<file path="config.mk">
export PLATFORM = sky130hd
export DESIGN_NAME = accum_feeder
export DESIGN_NICKNAME = d
export VERILOG_FILES = /design/src/rtl/accum_feeder.sv
export SDC_FILE = /design/constraint.sdc
export NUM_CORES = 1
export LEC_CHECK = 0
export ABC_AREA = 1
export CAP_MARGIN = 20
export CORE_ASPECT_RATIO = 1.1
export CORE_MARGIN = 2
export CORE_UTILIZATION = 53
export DETAILED_ROUTE_END_ITERATION = 16
export GPL_TIMING_DRIVEN = 0
export HOLD_SLACK_MARGIN = 0.08
export PLACE_DENSITY = 0.78
export REMOVE_ABC_BUFFERS = 1
export SKIP_LAST_GASP = 1
export SLEW_MARGIN = 20
export SYNTH_ARGS = -nofsm -noshare
export SYNTH_HDL_FRONTEND = slang
export SYNTH_SLANG_ARGS = --single-unit
export TNS_END_PERCENT = 20
</file>
<file path="constraint.sdc">
create_clock -name clock -period 2 [get_ports clock]
set_input_delay 0.5 -clock clock [delete_from_list [all_inputs] [get_ports clock]]
set_output_delay 0.5 -clock clock [all_outputs]
set_load 0.005 [all_outputs]
</file>
<file path="src/rtl/accum_feeder.sv">
`default_nettype none
// ============================================================================
// Module   : accum_feeder
// Purpose  : Stream source for the gated accumulator FSMD. Buffers
//            (data, keep) entries in a small circular FIFO and, on `go`,
//            replays them in the accumulator's check-C / check-B cadence:
//            START pulse, then PH_C (continue flag) / PH_B (keep + data)
//            pairs until the FIFO is found empty in PH_C, then END.
// Ports    :
//   clock, reset_L          - rising-edge clock, async active-low reset
//   wr_en/wr_data/wr_keep   - FIFO push of {keep, data}
//   go                      - begin replay (IDLE only)
//   start,inputC,inputB,inputA - accumulator drive
//   full, empty, overflow   - FIFO status (overflow sticky)
//   busy, finished          - replay in progress / terminal END state
//   fed_count               - elements presented in PH_B, modulo 2^W
// Revision : 1.0 - initial release
// ============================================================================
module accum_feeder #(
    parameter int W  = 8,
    parameter int AW = 2
) (
    input  logic         clock,
    input  logic         reset_L,
    input  logic         wr_en,
    input  logic [W-1:0] wr_data,
    input  logic         wr_keep,
    input  logic         go,
    output logic         start,
    output logic         inputC,
    output logic         inputB,
    output logic [W-1:0] inputA,
    output logic         full,
    output logic         empty,
    output logic         busy,
    output logic         finished,
    output logic         overflow,
    output logic [W-1:0] fed_count
);

    localparam int            c_DEPTH    = 1 << AW;
    localparam logic [AW:0]   c_FULL_CNT = (AW+1)'(c_DEPTH);
    localparam logic [AW:0]   c_CNT_ONE  = (AW+1)'(1);
    localparam logic [AW-1:0] c_PTR_ONE  = AW'(1);
    localparam logic [W-1:0]  c_FED_ONE  = W'(1);

    typedef enum logic [2:0] {
        S_IDLE  = 3'd0,
        S_START = 3'd1,
        S_PH_C  = 3'd2,
        S_PH_B  = 3'd3,
        S_END   = 3'd4
    } state_t;

    state_t        r_state;
    state_t        w_next;

    logic [W:0]    r_mem [c_DEPTH];
    logic [AW-1:0] r_wr_ptr;
    logic [AW-1:0] r_rd_ptr;
    logic [AW:0]   r_count;
    logic [W-1:0]  r_fed;
    logic          r_ovf;

    logic          w_push;
    logic          w_pop;
    logic [W:0]    w_head;

    // ------------------------------------------------------------------
    // FIFO
    // ------------------------------------------------------------------
    assign full   = (r_count == c_FULL_CNT);
    assign empty  = (r_count == '0);
    // Fullness is judged at the start of the cycle, so a write while full
    // is dropped even when the head is popped on the same edge.
    assign w_push = wr_en & ~full;
    // PH_B is only entered with a non-empty FIFO; the guard is defensive.
    assign w_pop  = (r_state == S_PH_B) & ~empty;
    assign w_head = r_mem[r_rd_ptr];

    // Storage needs no reset: nothing is read unless occupancy says valid.
    always_ff @(posedge clock) begin
        if (w_push) begin
            r_mem[r_wr_ptr] <= {wr_keep, wr_data};
        end
    end

    always_ff @(posedge clock or negedge reset_L) begin
        if (!reset_L) begin
            r_wr_ptr <= '0;
            r_rd_ptr <= '0;
            r_count  <= '0;
            r_ovf    <= 1'b0;
        end else begin
            if (w_push) begin
                r_wr_ptr <= r_wr_ptr + c_PTR_ONE;
            end
            if (w_pop) begin
                r_rd_ptr <= r_rd_ptr + c_PTR_ONE;
            end
            case ({w_push, w_pop})
                2'b10:   r_count <= r_count + c_CNT_ONE;
                2'b01:   r_count <= r_count - c_CNT_ONE;
                default: r_count <= r_count;
            endcase
            if (wr_en && full) begin
                r_ovf <= 1'b1;
            end
        end
    end

    // ------------------------------------------------------------------
    // Replay FSM
    // ------------------------------------------------------------------
    always_ff @(posedge clock or negedge reset_L) begin
        if (!reset_L) begin
            r_state <= S_IDLE;
            r_fed   <= '0;
        end else begin
            r_state <= w_next;
            if (r_state == S_PH_B) begin
                r_fed <= r_fed + c_FED_ONE;
            end
        end
    end

    always_comb begin
        w_next = r_state;
        case (r_state)
            S_IDLE:  if (go && !empty) w_next = S_START;
            S_START: w_next = S_PH_C;
            S_PH_C:  w_next = empty ? S_END : S_PH_B;
            S_PH_B:  w_next = S_PH_C;
            // Terminal, mirroring the accumulator's stop state.
            S_END:   w_next = S_END;
            default: w_next = S_IDLE;
        endcase
    end

    // Outputs depend only on registered state and FIFO contents.
    always_comb begin
        start  = 1'b0;
        inputC = 1'b0;
        inputB = 1'b0;
        inputA = '0;
        case (r_state)
            S_START: start  = 1'b1;
            S_PH_C:  inputC = ~empty;
            S_PH_B: begin
                inputB = w_head[W];
                inputA = w_head[W-1:0];
            end
            default: ;
        endcase
    end

    assign busy      = (r_state == S_START) || (r_state == S_PH_C) ||
                       (r_state == S_PH_B);
    assign finished  = (r_state == S_END);
    assign overflow  = r_ovf;
    assign fed_count = r_fed;

endmodule
`default_nettype wire

</file>
# Word-level counts from Yosys, hierarchy flattened
# Memory sizes are Yosys's and may differ from the RTL's.
# Index checks and enable logic that the tools add are counted.
# totals
reg_bits	19
ram_bits	36
in_bits	13
output_inout_bits	24
word_cells	43
n_memories	1
# classes
addsub	5
n_eq_ne	8
n_mux	10
bitwise_logic	4
reduce_logical	9
# mem_list
name	words	width	read_ports	rd_clocked_by_memory_dff	wr	line_no	source
r_mem	4	9	1	0	1	58	logic [W:0] r_mem [c_DEPTH];
# ops
op	count
$pmux W3 S4	1
$add A8 B1 Y8 const B	1
$mux W8	1
$eq A3 B2 Y1 const B	2
$eq A3 B3 Y1 const B	2
$logic_not A3 Y1	2
$mux W3	2
$pmux W3 S2	1
$mux W1	5
$add A2 B1 Y2 const B	2
$add A3 B1 Y3 const B	1
$eq A3 B1 Y1 const B	1
$sub A3 B1 Y3 const B	1
$and A1 B1 Y1	2
$eq A2 B1 Y1 const B	1
$eq A2 B2 Y1 const B	1
$logic_and A1 B1 Y1	2
$logic_or A1 B1 Y1	2
$ne A2 B2 Y1 const B	1
$not A1 Y1	2
$reduce_bool A2 Y1	1
$reduce_or A2 Y1	1
$logic_not A1 Y1	1

# Longest topological paths before layout
# logic_depth
word_depth	5
ltp_mapped	11
depth_no_buf	11

# Least setup slack after synthesis
# No wires, ideal clock.
# synth_path
path_kind	reg2reg
from	reg r_state[1]
to	reg r_count[2]
setup_time_ns	0.123
arrival_ns	1.630
required_time_ns	1.877
setup_slack_ns	0.247
path_stages_with_launch	11
path_buffers	0
synth_period_minus_slack_ns	1.753
cell_sequence	dfrtp_1 -> nand2_1 -> nor2_4 -> nand2_2 -> inv_1 -> ha_1 -> inv_1 -> fa_1 -> nand2_1 -> nand3b_1 -> xor2_1
# synth_between
elab_chain_cells	4
elab_cells_between_ends	6
classes_between	eq/ne (3); mux (1); bitwise (1); reduce/logical (1)
# synth_lines
element	line_no	source
from (decl)	55	state_t r_state;
from (signal assigned)	120	r_state <= w_next;
$eq A3 B2 Y1 (*)	78	assign w_pop = (r_state == S_PH_B) & ~empty;
$and A1 B1 Y1 (*)	78	
named net w_pop	66	logic w_pop;
$eq A2 B1 Y1 or $eq A2 B2 Y1 (tied branches)	101	case ({w_push, w_pop})
$pmux W3 S2 or $reduce_bool A2 Y1 (tied branches)	--	
to (signal assigned)	102	2'b10: r_count <= r_count + c_CNT_ONE;
to (signal assigned)	103	2'b01: r_count <= r_count - c_CNT_ONE;
to (signal assigned)	104	default: r_count <= r_count;
to (decl)	61	logic [AW:0] r_count;
# Mark *: on every way through the listed nets, which the timed path passes. The rest lies on a longest branch.
# A chain may end at the register's enable or synchronous reset.

# Worst setup path after layout
# layout_path
from	reg r_rd_ptr[0]
to	out inputA[2]
# layout_between
elab_chain_cells	2
# layout_lines
element	line_no	source
from (decl)	60	logic [AW-1:0] r_rd_ptr;
from (signal assigned)	99	r_rd_ptr <= r_rd_ptr + c_PTR_ONE;
$mem_v2 Z4 W9	--	
$mux W8	146	case (r_state)
to (decl)	32	output logic [W-1:0] inputA,
# Every way passes these cells.

==> key figures <==
Worst setup path
  – CP startpoint kind: flip-flop
  – Worst r2r src: r_state[1]$_DFFE_PN0P_
  – Worst reg-to-reg setup slack: 0.07 ns
  – Crit Path Max Fanout: 6
  – Setup crit end kind: primary output
  – Reg2reg end: r_count[2]$_DFFE_PN0P_
  – Crit-path cells: buf_8, buf_4, nand2_1, nand2_1, nand2_1, a21oi_2, clkdlybuf4s15_1
  – Req. time, crit path: 1.50 ns
  – Critical path class: reg -> out
  – Worst reg-to-reg path cell count: 10
  – CP max stage cell: dfrtp_4
  – CP Data Arrival Time: between 1.5 and 2 ns
  – Crit path top cell by count: nand2_1
  – CP max stage delay: about 0.53 ns
  – Delay-heaviest family, CP: flip-flops
  – Crit. path cell count: 7
  – CP Buf/Inv Count: 3

Clocking
  – Clk_lat worst skew: approximately 0.32 ns
  – CTS buffer count: 5
  – CTS H-tree depth: 2
  – Bufs on Longest Clock Path: 2
  – CTS Sinks: 55
  – Clock Tree Root: clkbuf_8
  – CTS tree: built
  – Worst-path clk slew: 0.09 ns

STA
  – Fmax: 0.464 GHz
  – RSZ-0062 raised after global routing: yes
  – Final hold violation count: 0
  – Clk_skew: 0.0168 ns
  – Setup TNS: -1.19 ns
  – Slew HR: 0.417
  – Final min period: 2.15 ns
  – Final slew viol count: 0
  – Worst-Margin Slew: 0.872 ns
  – Fin crit share: 1.08
  – Final setup vio count: 12
  – Fin worst setup slack: -0.154 ns

Power and ir drop
  – Gate power share: 0.452
  – Reg power frac: 0.408
  – LEAKAGE: 1.41 nW
  – Maximum VDD drop: 0.859 mV
  – Clk pwr share: 0.141
  – Net Sw Frac: 0.380
  – PD cells: ~1400 mW/mm2
  – P_sw: 0.00167 W
  – Internal: about 0.0027 W

Min path
  – Min-Delay Path Class: reg -> reg
  – Hold Crit Start: overflow$_DFFE_PN0P_
  – Worst Hold End: overflow$_DFFE_PN0P_
  – WHS Path Cells: 1

Synthesis
  – Yosys reg bits: 55
  – Post-synthesis sequential area ratio: 0.635
  – Post-synth top area share: 0.441
  – Post-Syn Instances: 237
  – Synth top area cells: edfxtp_1 44%, dfrtp_1 19%, nand2_1 9.5%
  – Distinct cell type count of the synthesized netlist: 25
  – Syn. warnings: 0
  – Synthesized area per cell: 10.3 um2
  – Mapped Area: between 0.002 and 0.0025 mm2
  – Dominant cell type by area after synthesis: edfxtp_1

GRT
  – Overflow after GRT: 0
  – Initial antenna violation count: 0
  – Vias in the first global route: roughly 1,700
  – Tot GR Track Use: 0.206
  – Largest net degree at the start of global routing: 20
  – First-pass GRT wire length: about 7600 um

Routing
  – Drt wl/cell: 13.8 um
  – Routed Antenna Nets: 0
  – Via count: 1,795
  – Drc violations: 0
  – Routed wire length: 4820 um
  – Via density: 5.13
  – Pre-antenna DRT Iters: 6
  – Initial DRC Count: about 110

Outcome
  – Status: finished, violations left
  – Failing checks: setup timing

Cells and area
  – Most frequent cells in the layout: 62 x nand2_1, 36 x edfxtp_1, 24 x inv_1, 24 x clkdlybuf4s50_1, 23 x nor2_1
  – P&R area growth vs syn: 28.6%
  – Layout cells sized above 1: 0.189
  – Post-layout net count: around 320
  – Fillers: 294
  – Antenna diodes: 0
  – Commonest non-fill, non-tap cell in the layout: nand2_1
  – Final instance area: 0.00315 mm2

Floorplan
  – Row Count: 25
  – Io pins: 37
  – Core area: ~0.0044 mm2
  – Die height: 75.3 um
  – Starting Density: 0.560
  – Die area: 0.00519 mm2
  – Die outline width: 68.8 um

Job
  – Max cap viols: 0

Place
  – Routability Congestion: 0.784
  – IO buf count: 36
  – HPWL after detailed placement: 2680 um
  – Placed cell area: 0.00284 mm2
-- final cells by class --
class                      count  area [um2]  share of cell area
timing repair buffer          55         509               0.162
timing repair inverter         1        8.76             0.00278
tap                           54        67.6              0.0214
multi-input combinational    147         792               0.251
inverter                      30         120              0.0381
clock inverter                 3        22.5             0.00714
sequential                    55        1560               0.496
clock buffer                   5        68.8              0.0218
-- kinds of logic after synthesis --
logic type,Yosys count,share of synthesized area
buf+inv,35,0.0618
flops,55,0.635
fa+ha+maj,7,0.0388
xor+xnor,9,0.0322
compound gates,24,0.0516
simple gates,107,0.181
-- power by group through the flow --
| stage | Clock [W] | Sequential (W) | Combinational [W] |
|---|---|---|---|
| floorplan | 0 | 0.00174 | 0.000928 |
| global placement | 0 | 0.00178 | 0.00146 |
| detailed placement | 0 | 0.00179 | 0.00151 |
| CTS | 0.000616 | 0.00178 | 0.00189 |
| global route | 0.000655 | 0.00182 | 0.00220 |
| finish | 0.000617 | 0.00179 | 0.00198 |
-- worst max-delay path by stage --
stage,start,endpoint,slack [ns]
finish,r_rd_ptr[0]$_DFFE_PN0P_,inputA[2],-0.15
global route,r_rd_ptr[0]$_DFFE_PN0P_,inputA[5],-0.22
CTS,r_state[1]$_DFFE_PN0P_,inputC,-0.16
detailed placement,r_rd_ptr[0]$_DFFE_PN0P_,inputA[7],-0.42
global placement,r_rd_ptr[0]$_DFFE_PN0P_,inputA[2],-0.39
floorplan,r_state[1]$_DFFE_PN0P_,r_count[2]$_DFFE_PN0P_,0.25
-- cell usage after synthesis (all sizes together) --
cell / number
xor2: 6
inv: 30
nand3b: 2
fa: 1
a21o: 1
nand3: 9
buf: 5
xnor2: 3
dfrtp: 19
nand2: 64
nor3: 2
edfxtp: 36
o21ai: 12
a21oi: 10
nor2: 30
ha: 6
o2111ai: 1
-- layer usage --
metal,global-route usage,wire length [um],up-vias,part of all wire
met5,0,0,-,0
li1,-,-,876,-
met2,0.326,2420,64,0.50
met1,0.270,1970,845,0.41
met4,0.111,117,0,0.024
met3,0.0399,319,10,0.066
-- sequential cells by signal (all words and copies together), names as in the netlist --
register   flops
r_mem         36
r_state        3
r_rd_ptr       2
r_count        3
fed_count      8
overflow       1
r_wr_ptr       2
-- stage by stage --
stage / instances / utilization / hold WS [ns] / setup slack [ns] / power [W]
after floorplan: 232 / - / 0.204 / 0.247 / 0.00266
after global placement: 322 / 0.649 / 0.448 / -0.395 / 0.00323
after detailed placement: 322 / 0.649 / 0.450 / -0.418 / 0.00330
after CTS: 347 / 0.710 / 0.474 / -0.155 / 0.00428
after global routing: 350 / 0.720 / 0.482 / -0.218 / 0.00468
final: 350 / 0.720 / 0.471 / -0.154 / 0.00439
-- timing repair --
action | CTS | global route
hold buffers | 0 | 0
cloned | 1 | 0
buffers inserted | 16 | 3
endpoints found under the setup margin | 15 | 15
pin swaps | 6 | 2
resized for setup | 52 | 8
Note: power is estimated with default switching activity, not from simulation.
